--- src/rtl/fifo_pkg.sv ---
`default_nettype none
// ============================================================================
// Module      : fifo_pkg
// Description : Shared async-FIFO constants and Gray/binary helper functions.
// Revision    : 1.0 - initial release
// ============================================================================
package fifo_pkg;

    localparam int ADDRSIZEL_DEFAULT = 4;
    localparam int PTR_MAX_W         = 32;

    // Callers zero-extend narrower pointers; the leading zeros do not disturb
    // the low-order result bits, so one function body covers every width.
    function automatic logic [PTR_MAX_W-1:0] bin2gray(input logic [PTR_MAX_W-1:0] bin);
        return (bin >> 1) ^ bin;
    endfunction

    function automatic logic [PTR_MAX_W-1:0] gray2bin(input logic [PTR_MAX_W-1:0] gray);
        logic [PTR_MAX_W-1:0] bin;
        logic                 acc;
        bin = '0;
        acc = 1'b0;
        for (int i = PTR_MAX_W - 1; i >= 0; i--) begin
            acc    = acc ^ gray[i];
            bin[i] = acc;
        end
        return bin;
    endfunction

endpackage
`default_nettype wire

--- src/rtl/gray2bin_conv.sv ---
`default_nettype none
// ============================================================================
// Module      : gray2bin_conv
// Description : Combinational Gray-to-binary converter (MSB-first XOR prefix).
// Revision    : 1.0 - initial release
// ============================================================================
module gray2bin_conv #(
    parameter int WIDTH = 5
) (
    input  logic [WIDTH-1:0] gray,
    output logic [WIDTH-1:0] bin
);

    logic acc;

    always_comb begin
        bin = '0;
        acc = 1'b0;
        for (int i = WIDTH - 1; i >= 0; i--) begin
            acc    = acc ^ gray[i];
            bin[i] = acc;
        end
    end

endmodule
`default_nettype wire

--- src/rtl/fifo_rptr_empty.sv ---
`default_nettype none
// ============================================================================
// Module      : fifo_rptr_empty
// Description : Async-FIFO read pointer (binary + Gray) with registered empty
//               and underflow flags. Define RPTR_LEVEL_EN to add rlevel and
//               ralmost_empty outputs.
// Revision    : 1.0 - initial release
// ============================================================================
module fifo_rptr_empty
    import fifo_pkg::*;
#(
    parameter int ADDRSIZEL = ADDRSIZEL_DEFAULT,
    parameter int AE_THRESH = 2
) (
    input  logic                 rclk,
    input  logic                 rrst_n,
    input  logic                 rinc,
    input  logic [ADDRSIZEL:0]   rq2_wptr,
    output logic [ADDRSIZEL-1:0] raddr,
    output logic [ADDRSIZEL:0]   rptr,
    output logic                 rempty,
`ifdef RPTR_LEVEL_EN
    output logic [ADDRSIZEL:0]   rlevel,
    output logic                 ralmost_empty,
`endif
    output logic                 runderflow
);

    localparam int PW = ADDRSIZEL + 1;

    logic [PW-1:0] rbin_q, rbin_d;
    logic [PW-1:0] rptr_q, rptr_d;
    logic          rempty_q, rempty_d;
    logic          runderflow_q, runderflow_d;

    always_comb begin
        rbin_d       = rbin_q + PW'(rinc & ~rempty_q);
        rptr_d       = PW'(bin2gray(PTR_MAX_W'(rbin_d)));
        // Comparing the next pointer lets the flag rise on the consuming edge.
        rempty_d     = (rptr_d == rq2_wptr);
        runderflow_d = rinc & rempty_q;
    end

`ifdef RPTR_LEVEL_EN
    localparam logic [31:0] AE_THRESH_U = 32'(AE_THRESH);

    logic [PW-1:0] wbin_s;
    logic [PW-1:0] rlevel_q, rlevel_d;
    logic          ralmost_empty_q, ralmost_empty_d;

    gray2bin_conv #(
        .WIDTH (PW)
    ) u_wptr_g2b (
        .gray (rq2_wptr),
        .bin  (wbin_s)
    );

    // Synchronized write pointer lags the writer, so this never overstates.
    always_comb begin
        rlevel_d        = wbin_s - rbin_d;
        ralmost_empty_d = (32'(rlevel_d) <= AE_THRESH_U);
    end
`else
    logic unused_ae_thresh;
    assign unused_ae_thresh = ^AE_THRESH;
`endif

    always_ff @(posedge rclk or negedge rrst_n) begin
        if (!rrst_n) begin
            rbin_q          <= '0;
            rptr_q          <= '0;
            rempty_q        <= 1'b1;
            runderflow_q    <= 1'b0;
`ifdef RPTR_LEVEL_EN
            rlevel_q        <= '0;
            ralmost_empty_q <= 1'b1;
`endif
        end else begin
            rbin_q          <= rbin_d;
            rptr_q          <= rptr_d;
            rempty_q        <= rempty_d;
            runderflow_q    <= runderflow_d;
`ifdef RPTR_LEVEL_EN
            rlevel_q        <= rlevel_d;
            ralmost_empty_q <= ralmost_empty_d;
`endif
        end
    end

    assign raddr      = rbin_q[ADDRSIZEL-1:0];
    assign rptr       = rptr_q;
    assign rempty     = rempty_q;
    assign runderflow = runderflow_q;
`ifdef RPTR_LEVEL_EN
    assign rlevel        = rlevel_q;
    assign ralmost_empty = ralmost_empty_q;
`endif

endmodule
`default_nettype wire

--- config.mk ---
export PLATFORM = sky130hd
export DESIGN_NAME = fifo_rptr_empty
export DESIGN_NICKNAME = d
export VERILOG_FILES = /design/src/rtl/fifo_pkg.sv /design/src/rtl/gray2bin_conv.sv /design/src/rtl/fifo_rptr_empty.sv
export SDC_FILE = /design/constraint.sdc
export NUM_CORES = 1
export LEC_CHECK = 0
export ABC_AREA = 1
export CAP_MARGIN = 20
export CORE_UTILIZATION = 39
export CTS_CLUSTER_DIAMETER = 150
export DETAILED_ROUTE_END_ITERATION = 7
export PLACE_DENSITY = 0.76
export SLEW_MARGIN = 0
export SYNTH_ARGS = -nofsm -noshare
export SYNTH_HDL_FRONTEND = slang
export SYNTH_HIERARCHICAL = 1
export SYNTH_SLANG_ARGS = --single-unit
--- constraint.sdc ---
create_clock -name rclk -period 1.6 [get_ports rclk]
set_input_delay 0.32 -clock rclk [delete_from_list [all_inputs] [get_ports rclk]]
set_output_delay 0.32 -clock rclk [all_outputs]
set_load 0.005 [all_outputs]
## Yosys cells after proc, flatten, opt, wreduce, memory -nomap -nowiden

Cells that the tools add are included.

- Bits in registers: 12
- Latch bits: 0
- Memory bits (writable): 0
- Memory bits (read-only): 0
- Input bits: 8
- Output and inout port bits: 11
- Memories: 0

- Add/subtract/negate cells: 1
- Multipliers: 0
- Div/mod/pow operators: 0
- Order comparisons: 0
- Equal/unequal tests: 1
- Shifts and indexed selects: 0
- Multiplexer cells: 0
- Bitwise operators: 4
- Reduce and logical (&&, ||, !) cells: 0

Operators with widths:

| cell | count |
|---|---|
| $add A5 B5 Y5 | 1 |
| $and A1 B5 Y5 | 1 |
| $eq A5 B5 Y1 | 1 |
| $not A1 Y5 | 1 |
| $xor A4 B5 Y5 | 1 |
| $and A1 B1 Y1 | 1 |

## Logic depth before layout (Yosys ltp)

Gate-level depths: netlist of run 1.

- Depth after elaboration: 5
- Mapped depth: 13
- Depth with buffers taken out: 13

## Least setup slack after synthesis of run 1

No wires, ideal clock.

- Kind: reg-to-reg
- From: reg rempty_q, in the netlist rempty
- To: reg rempty_q, in the netlist rempty
- Setup time: 0.064 ns
- Arrival time: 1.680 ns
- Required time: 1.536 ns
- Slack: -0.144 ns
- Cell stages (with the launch flop): 13
- Path through: dfstp_2 nor2_1 ha_1 ha_1 inv_1 nand2_1 nand2_1 nand2_1 nand2_1 nand3_1 nor2_1 nand2_1 nor2_2

- Cells in the longest elaborated chain, start to end: 5

RTL lines:

| what | line | text |
|---|---|---|
| from (decl) | fifo_rptr_empty.sv:33 | `logic rempty_q, rempty_d;` |
| from (signal assigned) | fifo_rptr_empty.sv:81 | `rempty_q <= rempty_d;` |
| $not A1 Y5 | fifo_rptr_empty.sv:37 | `rbin_d = rbin_q + PW'(rinc & ~rempty_q);` |
| $and A1 B5 Y5 | fifo_rptr_empty.sv:37 |  |
| $add A5 B5 Y5 | fifo_rptr_empty.sv:37 |  |
| via rbin_d[1] | fifo_rptr_empty.sv:31 | `logic [PW-1:0] rbin_q, rbin_d;` |
| $xor A4 B5 Y5 | fifo_pkg.sv:15 | `return (bin >> 1) ^ bin;` |
| via rptr_d[0] | fifo_rptr_empty.sv:32 | `logic [PW-1:0] rptr_q, rptr_d;` |
| $eq A5 B5 Y1 | fifo_rptr_empty.sv:40 | `rempty_d = (rptr_d == rq2_wptr);` |
| via rempty_d | fifo_rptr_empty.sv:33 |  |

The timed path passes the listed nets, and every way through them passes these cells.

## Final worst setup path of run 1

- From: reg rempty_q, in the netlist rempty
- To: reg rempty_q, in the netlist rempty

- Cells in the longest elaborated chain, start to end: 5

RTL lines:

| what | line |
|---|---|
| $not A1 Y5 | fifo_rptr_empty.sv:37 |
| $and A1 B5 Y5 | fifo_rptr_empty.sv:37 |
| $add A5 B5 Y5 | fifo_rptr_empty.sv:37 |
| via rbin_d[1] | fifo_rptr_empty.sv:31 |
| $xor A4 B5 Y5 | fifo_pkg.sv:15 |
| $eq A5 B5 Y1 | fifo_rptr_empty.sv:40 |
| via rempty_d | fifo_rptr_empty.sv:33 |

The timed path passes the listed nets, and every way through them passes these cells.

==> results.txt, run 1 <==
Number of warnings issued by yosys: 6
Area taken by multi-input logic gates: 329 um^2
Overall via count from detail_route: 639
DRT iter0 DRCs: 9
Max H-tree Level: 1
Clock tree from TritonCTS: yes
Count of antenna-violating nets left after detailed routing: 0
Worst setup slack after layout: -78.4 ps
Endpoint kind of the worst setup timing path: flip-flop
Clock slew at the register clock pins of the worst setup and hold paths: 70 ps
Number of global-route vias before repair: 563
Top-count cell post-synth: nand2_1
DR vias/cell: 4.92
Number of enable-type register cells in the synthesized netlist: 0
Post-detailed-placement half-perimeter wirelength: 1010 um
Pwr Density: 2200 nW/um^2
Gate count of the mapped netlist: 82
Longest Clk Path Bufs: 2
Fraction of layout cells with a size suffix above 1: 35.7%
Status: finished, violations left
Fill count: 109
Worst endpoint data arrival time: 1880 ps
Sum of internal, switching and leakage power: 2.14 mW
Violated checks: setup timing
CP Max Fanout: 3
Overall die area: 1720 um^2
Leakage power of the design: 0.502 nW
Number of optimization iterations in the first detailed-route pass: 4
Effective utilization at floorplan: 44.1%
Worst setup path class: reg -> reg
Seq/Total Area, Yosys: 45.4%
Maximum achievable frequency: 0.596 GHz
Launch instance of the worst register-to-register path: rempty
Worst-case headroom to the max-slew limit: 66.3%
Main synth FF type: dfrtp_1
Max Transition Viols Final: 0
Routed wire per std cell: 10.4 um
First-pass GRT wire length: 2140 um
Gp weighted congestion: 0.812
Clock sink count: 11
Non-filler instance count after layout: 130
Async SR Flop Fraction: 100%
DRC violation count after routing: 0
Register area: 280 um^2
Per-instance average area after synthesis: 7.43 um^2
Hold/Removal Path Class: in -> async
Pin count of the biggest net entering global routing: 12
CTS Buf Count: 3
Placement Rows: 13
Number of nets in the synthesized netlist: 92
Core Footprint: 1380 um^2
Cell count of the worst reg-to-reg path: 11
Antenna diode count: 0
Overall fraction of global-route tracks in use: 16.0%
Data required time at the worst endpoint: 1800 ps
Clock latency of the later-clocked register in the worst-skew pair: 270 ps
Antenna violations before repair: 0
Shortest clock period the worst path allows after layout: 1680 ps
Placed cells: 121
Post-detailed-routing wire length: 1350 um
Count of port buffers added during placement: 18
Number of hold violations in the final report: 0
Area added between synthesis and finish: 59.8%
Number of ports placed on the die boundary: 19
Nets: 126
Worst Tran Pin Value: 503 ps
Netlist area before placement: 609 um^2
Crit path launch: rempty
Final setup skew: 7.71 ps
Number of synthesized register bits: 11
Yosys top cell area share: 41.1%
Unique cell type count in the Yosys netlist: 13
Fraction of the cycle the final worst path needs: 105%
Root cell of the clock tree: clkbuf_4
Endpoints failing setup: 2
Most common library cells after synthesis: 33 x nand2_1, 10 x dfrtp_1, 10 x inv_1, 10 x nand3_1, 5 x nand2_2
Biggest area contributors in the synthesized netlist: dfrtp_1 41%, nand2_1 20%, nand3_1 8.2%
Kind of launch point of the worst setup path: flip-flop
Die span in y: 41.5 um
Overflow left after global routing: 0
RSZ-0062 raised after global routing: yes
Max capacitance violation total: 0
Worst-case vdd ir drop: 1230 uV
Horizontal die dimension: 41.5 um
Dominant cell type by area after synthesis: dfrtp_1
## final cells by class
type	instances	area share, %
inverter	12	4.88
clock buffer	4	2.70
multi-input combinational	58	33.8
tap	15	1.93
timing repair buffer	30	27.9
sequential	11	28.8
## cells by family after synthesis
kind of cell | after synthesis | share of synthesized area (%)
and+or+nand+nor | 56 | 41.3
DFF | 11 | 45.4
adders and majority gates | 2 | 4.11
buffers and inverters | 13 | 9.24
## cells in the final DEF, fill, tap and decap left out
master           count
nand2_1             25
clkdlybuf4s50_1     16
nand2_2             12
buf_4               11
inv_1                9
nand3_1              8
dfrtp_1              7
nand4_1              4
clkbuf_4             3
dfrtp_2              3
inv_2                2
nor2_2               2
nand3_2              2
dlygate4sd2_1        2
inv_4                1
nand2_4              1
nand3b_1             1
nor2_1               1
ha_4                 1
ha_2                 1
clkbuf_1             1
buf_6                1
dfstp_2              1
## report_power, final
| part | switching, mW | internal [mW] | total [mW] |
|---|---|---|---|
| registers | 0.0967 | 0.418 | 0.515 |
| logic | 0.648 | 0.786 | 1.43 |
| clock network | 0.0924 | 0.0964 | 0.189 |
| total | 0.838 | 1.30 | 2.14 |
## per-stage QoR
| stage | util, % | setup TNS [ps] | hold WS, ps | setup WS (ps) | instance area [um^2] |
|---|---|---|---|---|---|
| floorplan | - | -9.86 | 24.4 | -9.86 | 624 |
| global placement | 62.5 | -1570 | 551 | -441 | 865 |
| detailed placement | 62.5 | -1800 | 557 | -459 | 865 |
| CTS | 65.9 | -151 | 399 | -88.1 | 911 |
| global route | 70.4 | -296 | 413 | -184 | 973 |
| finish | 70.4 | -145 | 382 | -78.4 | 973 |
## sequential cells by signal, summed over array words and instances (netlist names)
register and cells:
rbin_q 5, rempty 1, runderflow 1, rptr 4
## repair_timing
item                                    in CTS  in global routing
buffers inserted                             2                  3
gates resized for setup                      6                 13
hold buffers                                 0                  0
pin swaps                                    6                 13
endpoints found under the setup margin       5                  4
## worst paths after layout
| check | to | slack [ps] |
|---|---|---|
| max in group asynchronous | rempty | 850 |
| max | rempty | -80 |
| min reg2reg | rbin_q[4] | 580 |
| min in group rclk | runderflow | 420 |
| min | rptr[1] | 380 |
| max reg2reg | rempty | -80 |
## worst max-delay path: stages (launching register included)
cell and delay (ps):
dfstp_2 540, nor2_2 40, ha_2 180, ha_4 300
inv_4 50, nand2_4 50, nand3b_1 80, nand2_2 90
nand3_2 50, nor2_1 80, nand2_1 70, nor2_2 100
## layer usage
layer  wire length (um)  vias to the layer above  global-route usage, %
li1                   -                      326                      -
met1                591                      298                   18.0
met2                709                       11                   27.8
met3                 22                        4                   2.61
met4                 29                        0                   10.3
met5                  0                        -                      0
Power figures use the tool's default switching activity.
==> inputs of run 2 (changes only) <==
Settings changed: RECOVER_POWER set to 100.
==> results.txt, run 2 (same netlist as run 1, synthesis figures left out) <==
Most common cell after layout, fill and taps aside: nand2_1
Leakage power of the design: 0.503 nW (about the same)
Most used cell, CP: nor2_2
Fraction of layout cells with a size suffix above 1: 35.7% (unchanged)
Post-route core utilization: 70.4% (unchanged)
Sequence of cells on the critical path: nor2_2 > ha_2 > ha_4 > inv_4 > nand2_4 > nand3b_1 > nand2_2 > nand3_2 > nor2_1 > nand2_1 > nor2_2
Number of optimization iterations in the first detailed-route pass: 4 (unchanged)
Pwr Density: 2200 nW/um^2 (about the same)
Overall die area: 1720 um^2 (unchanged)
Longest Clk Path Bufs: 2 (unchanged)
Max capacitance violation total: 0 (unchanged)
Clock sink count: 11 (unchanged)
Most flop-heavy register: rbin_q
Antenna diode count: 0 (unchanged)
Status: finished, violations left
Antenna violations before repair: 0 (unchanged)
DRT iter0 DRCs: 9 (unchanged)
Worst-case headroom to the max-slew limit: 66.0% (-0.35 points)
Max Transition Viols Final: 0 (unchanged)
Overall fraction of global-route tracks in use: 16.0% (unchanged)
Worst setup path class: reg -> reg
Clock tree from TritonCTS: yes
Nets: 126 (unchanged)
DRC violation count after routing: 0 (unchanged)
Effective utilization at floorplan: 44.1% (unchanged)
Most frequent cells in the layout: 25 x nand2_1, 15 x clkdlybuf4s50_1, 12 x nand2_2
Worst stage delay on the critical path: 540 ps (about the same)
Clock slew at the register clock pins of the worst setup and hold paths: 60 ps (about the same)
First-pass GRT wire length: 2140 um (unchanged)
Maximum achievable frequency: 0.596 GHz (unchanged)
Overall via count from detail_route: 639 (unchanged)
Endpoint kind of the worst setup timing path: flip-flop
Count of antenna-violating nets left after detailed routing: 0 (unchanged)
Number of global-route vias before repair: 563 (unchanged)
Count of port buffers added during placement: 18 (unchanged)
Worst-case vdd ir drop: 1230 uV (about the same)
Die span in y: 41.5 um (unchanged)
Max H-tree Level: 1 (unchanged)
Gate family responsible for the most delay along the worst path: simple AND/OR/NAND/NOR gates
Number of flip-flops in the largest register: 5 (unchanged)
DR vias/cell: 4.92 (unchanged)
Root cell of the clock tree: clkbuf_4
Kind of launch point of the worst setup path: flip-flop
Core Footprint: 1380 um^2 (unchanged)
Overflow left after global routing: 0 (unchanged)
Violated checks: setup timing
Clock latency of the later-clocked register in the worst-skew pair: 270 ps (about the same)
Number of hold violations in the final report: 0 (unchanged)
Routed wire per std cell: 10.4 um (about the same)
Placement Rows: 13 (unchanged)
Worst Tran Pin Value: 508 ps (+5.17 ps)
Worst setup slack after layout: -78.4 ps (unchanged)
Post-detailed-placement half-perimeter wirelength: 1010 um (unchanged)
Horizontal die dimension: 41.5 um (unchanged)
Data required time at the worst endpoint: 1800 ps (about the same)
Setup TNS: -145 ps (unchanged)
Pre-CTS setup slack: -459 ps (unchanged)
Final setup skew: 7.71 ps (unchanged)
Final Cell Area: 973 um^2 (unchanged)
Gp weighted congestion: 0.812 (unchanged)
Worst endpoint data arrival time: 1880 ps (about the same)
Hold-fix buffers, CTS: 0 (unchanged)
CP max-delay cell: dfstp_2
Post-DP Area: 865 um^2 (unchanged)
CP Max Fanout: 3 (unchanged)
CTS Buf Count: 3 (unchanged)
RSZ-0062 raised after global routing: yes
Number of ports placed on the die boundary: 19 (unchanged)
Endpoints failing setup: 2 (unchanged)
Pin count of the biggest net entering global routing: 12 (unchanged)
Hold/Removal Path Class: in -> reg
Fraction of the cycle the final worst path needs: 105% (unchanged)
Shortest clock period the worst path allows after layout: 1680 ps (unchanged)
Crit path buf inv count: 1 (unchanged)
Post-detailed-routing wire length: 1350 um (about the same)
Area added between synthesis and finish: 59.8% (unchanged)
[run 2: per-stage QoR]
step / power [mW] / std cells / hold slack (ps)
2_1_floorplan: 1.12 / 82 / 24.4
3_3_place_gp: 1.61 / 121 / 551
3_5_place_dp: 1.64 / 121 / 557
4_1_cts: 1.93 / 127 / 399
5_1_grt: 2.32 / 130 / 458
6_report: 2.14 / 130 / 417
[run 2: layout make-up]
class	instances	area (um^2)
fill	109	409
multi-input combinational	58	329
sequential	11	280
timing repair buffer	30	272
inverter	12	47.5
clock buffer	4	26.3
tap	15	18.8
[run 2: per-layer routing]
layer	share of wire (%)	GRT usage, %	routed length [um]
met1	44	18.0	591
met2	52	27.8	709
met3	1.6	2.61	22
met4	2.1	10.3	29
met5	0	0	0
[run 2: path summary, 6_finish.rpt]
kind	slack, ps	to	cells past startpoint	from
setup / recovery	-80	rempty	11	rempty
hold / removal	420	runderflow	3	rinc
setup reg to reg	-80	rempty	11	rempty
hold reg to reg	580	rbin_q[4]	2	rbin_q[4]
max in group asynchronous	780	rempty	1	rrst_n
min in group asynchronous	450	rptr[1]	1	rrst_n
[run 2: power breakdown]
part / total [mW] / switching, mW / internal [mW] / leakage [nW]
sequential: 0.515 / 0.0967 / 0.418 / 0.130
clock: 0.189 / 0.0924 / 0.0964 / 0.0150
combinational: 1.43 / 0.648 / 0.786 / 0.358
total: 2.14 / 0.838 / 1.30 / 0.503
[run 2: what timing repair did]
item,4_1_cts,5_1_grt
buffers inserted,2,3
endpoints found under the setup margin,5,4
pin swaps,6,13
resized for setup,6,13
[run 2: worst reg2reg max path, delay by kind of cell (launching register included)]
kind	cells	cell delay, ps
buffers and inverters	1	50
adders and majority gates	2	480
DFF	1	540
and+or+nand+nor	8	560
==> inputs of run 3 (changes only) <==
Settings changed: RECOVER_POWER 100 to not set.
==> results of run 3 <==
No change in the layout: final DEF, timing and power equal those of run 1.
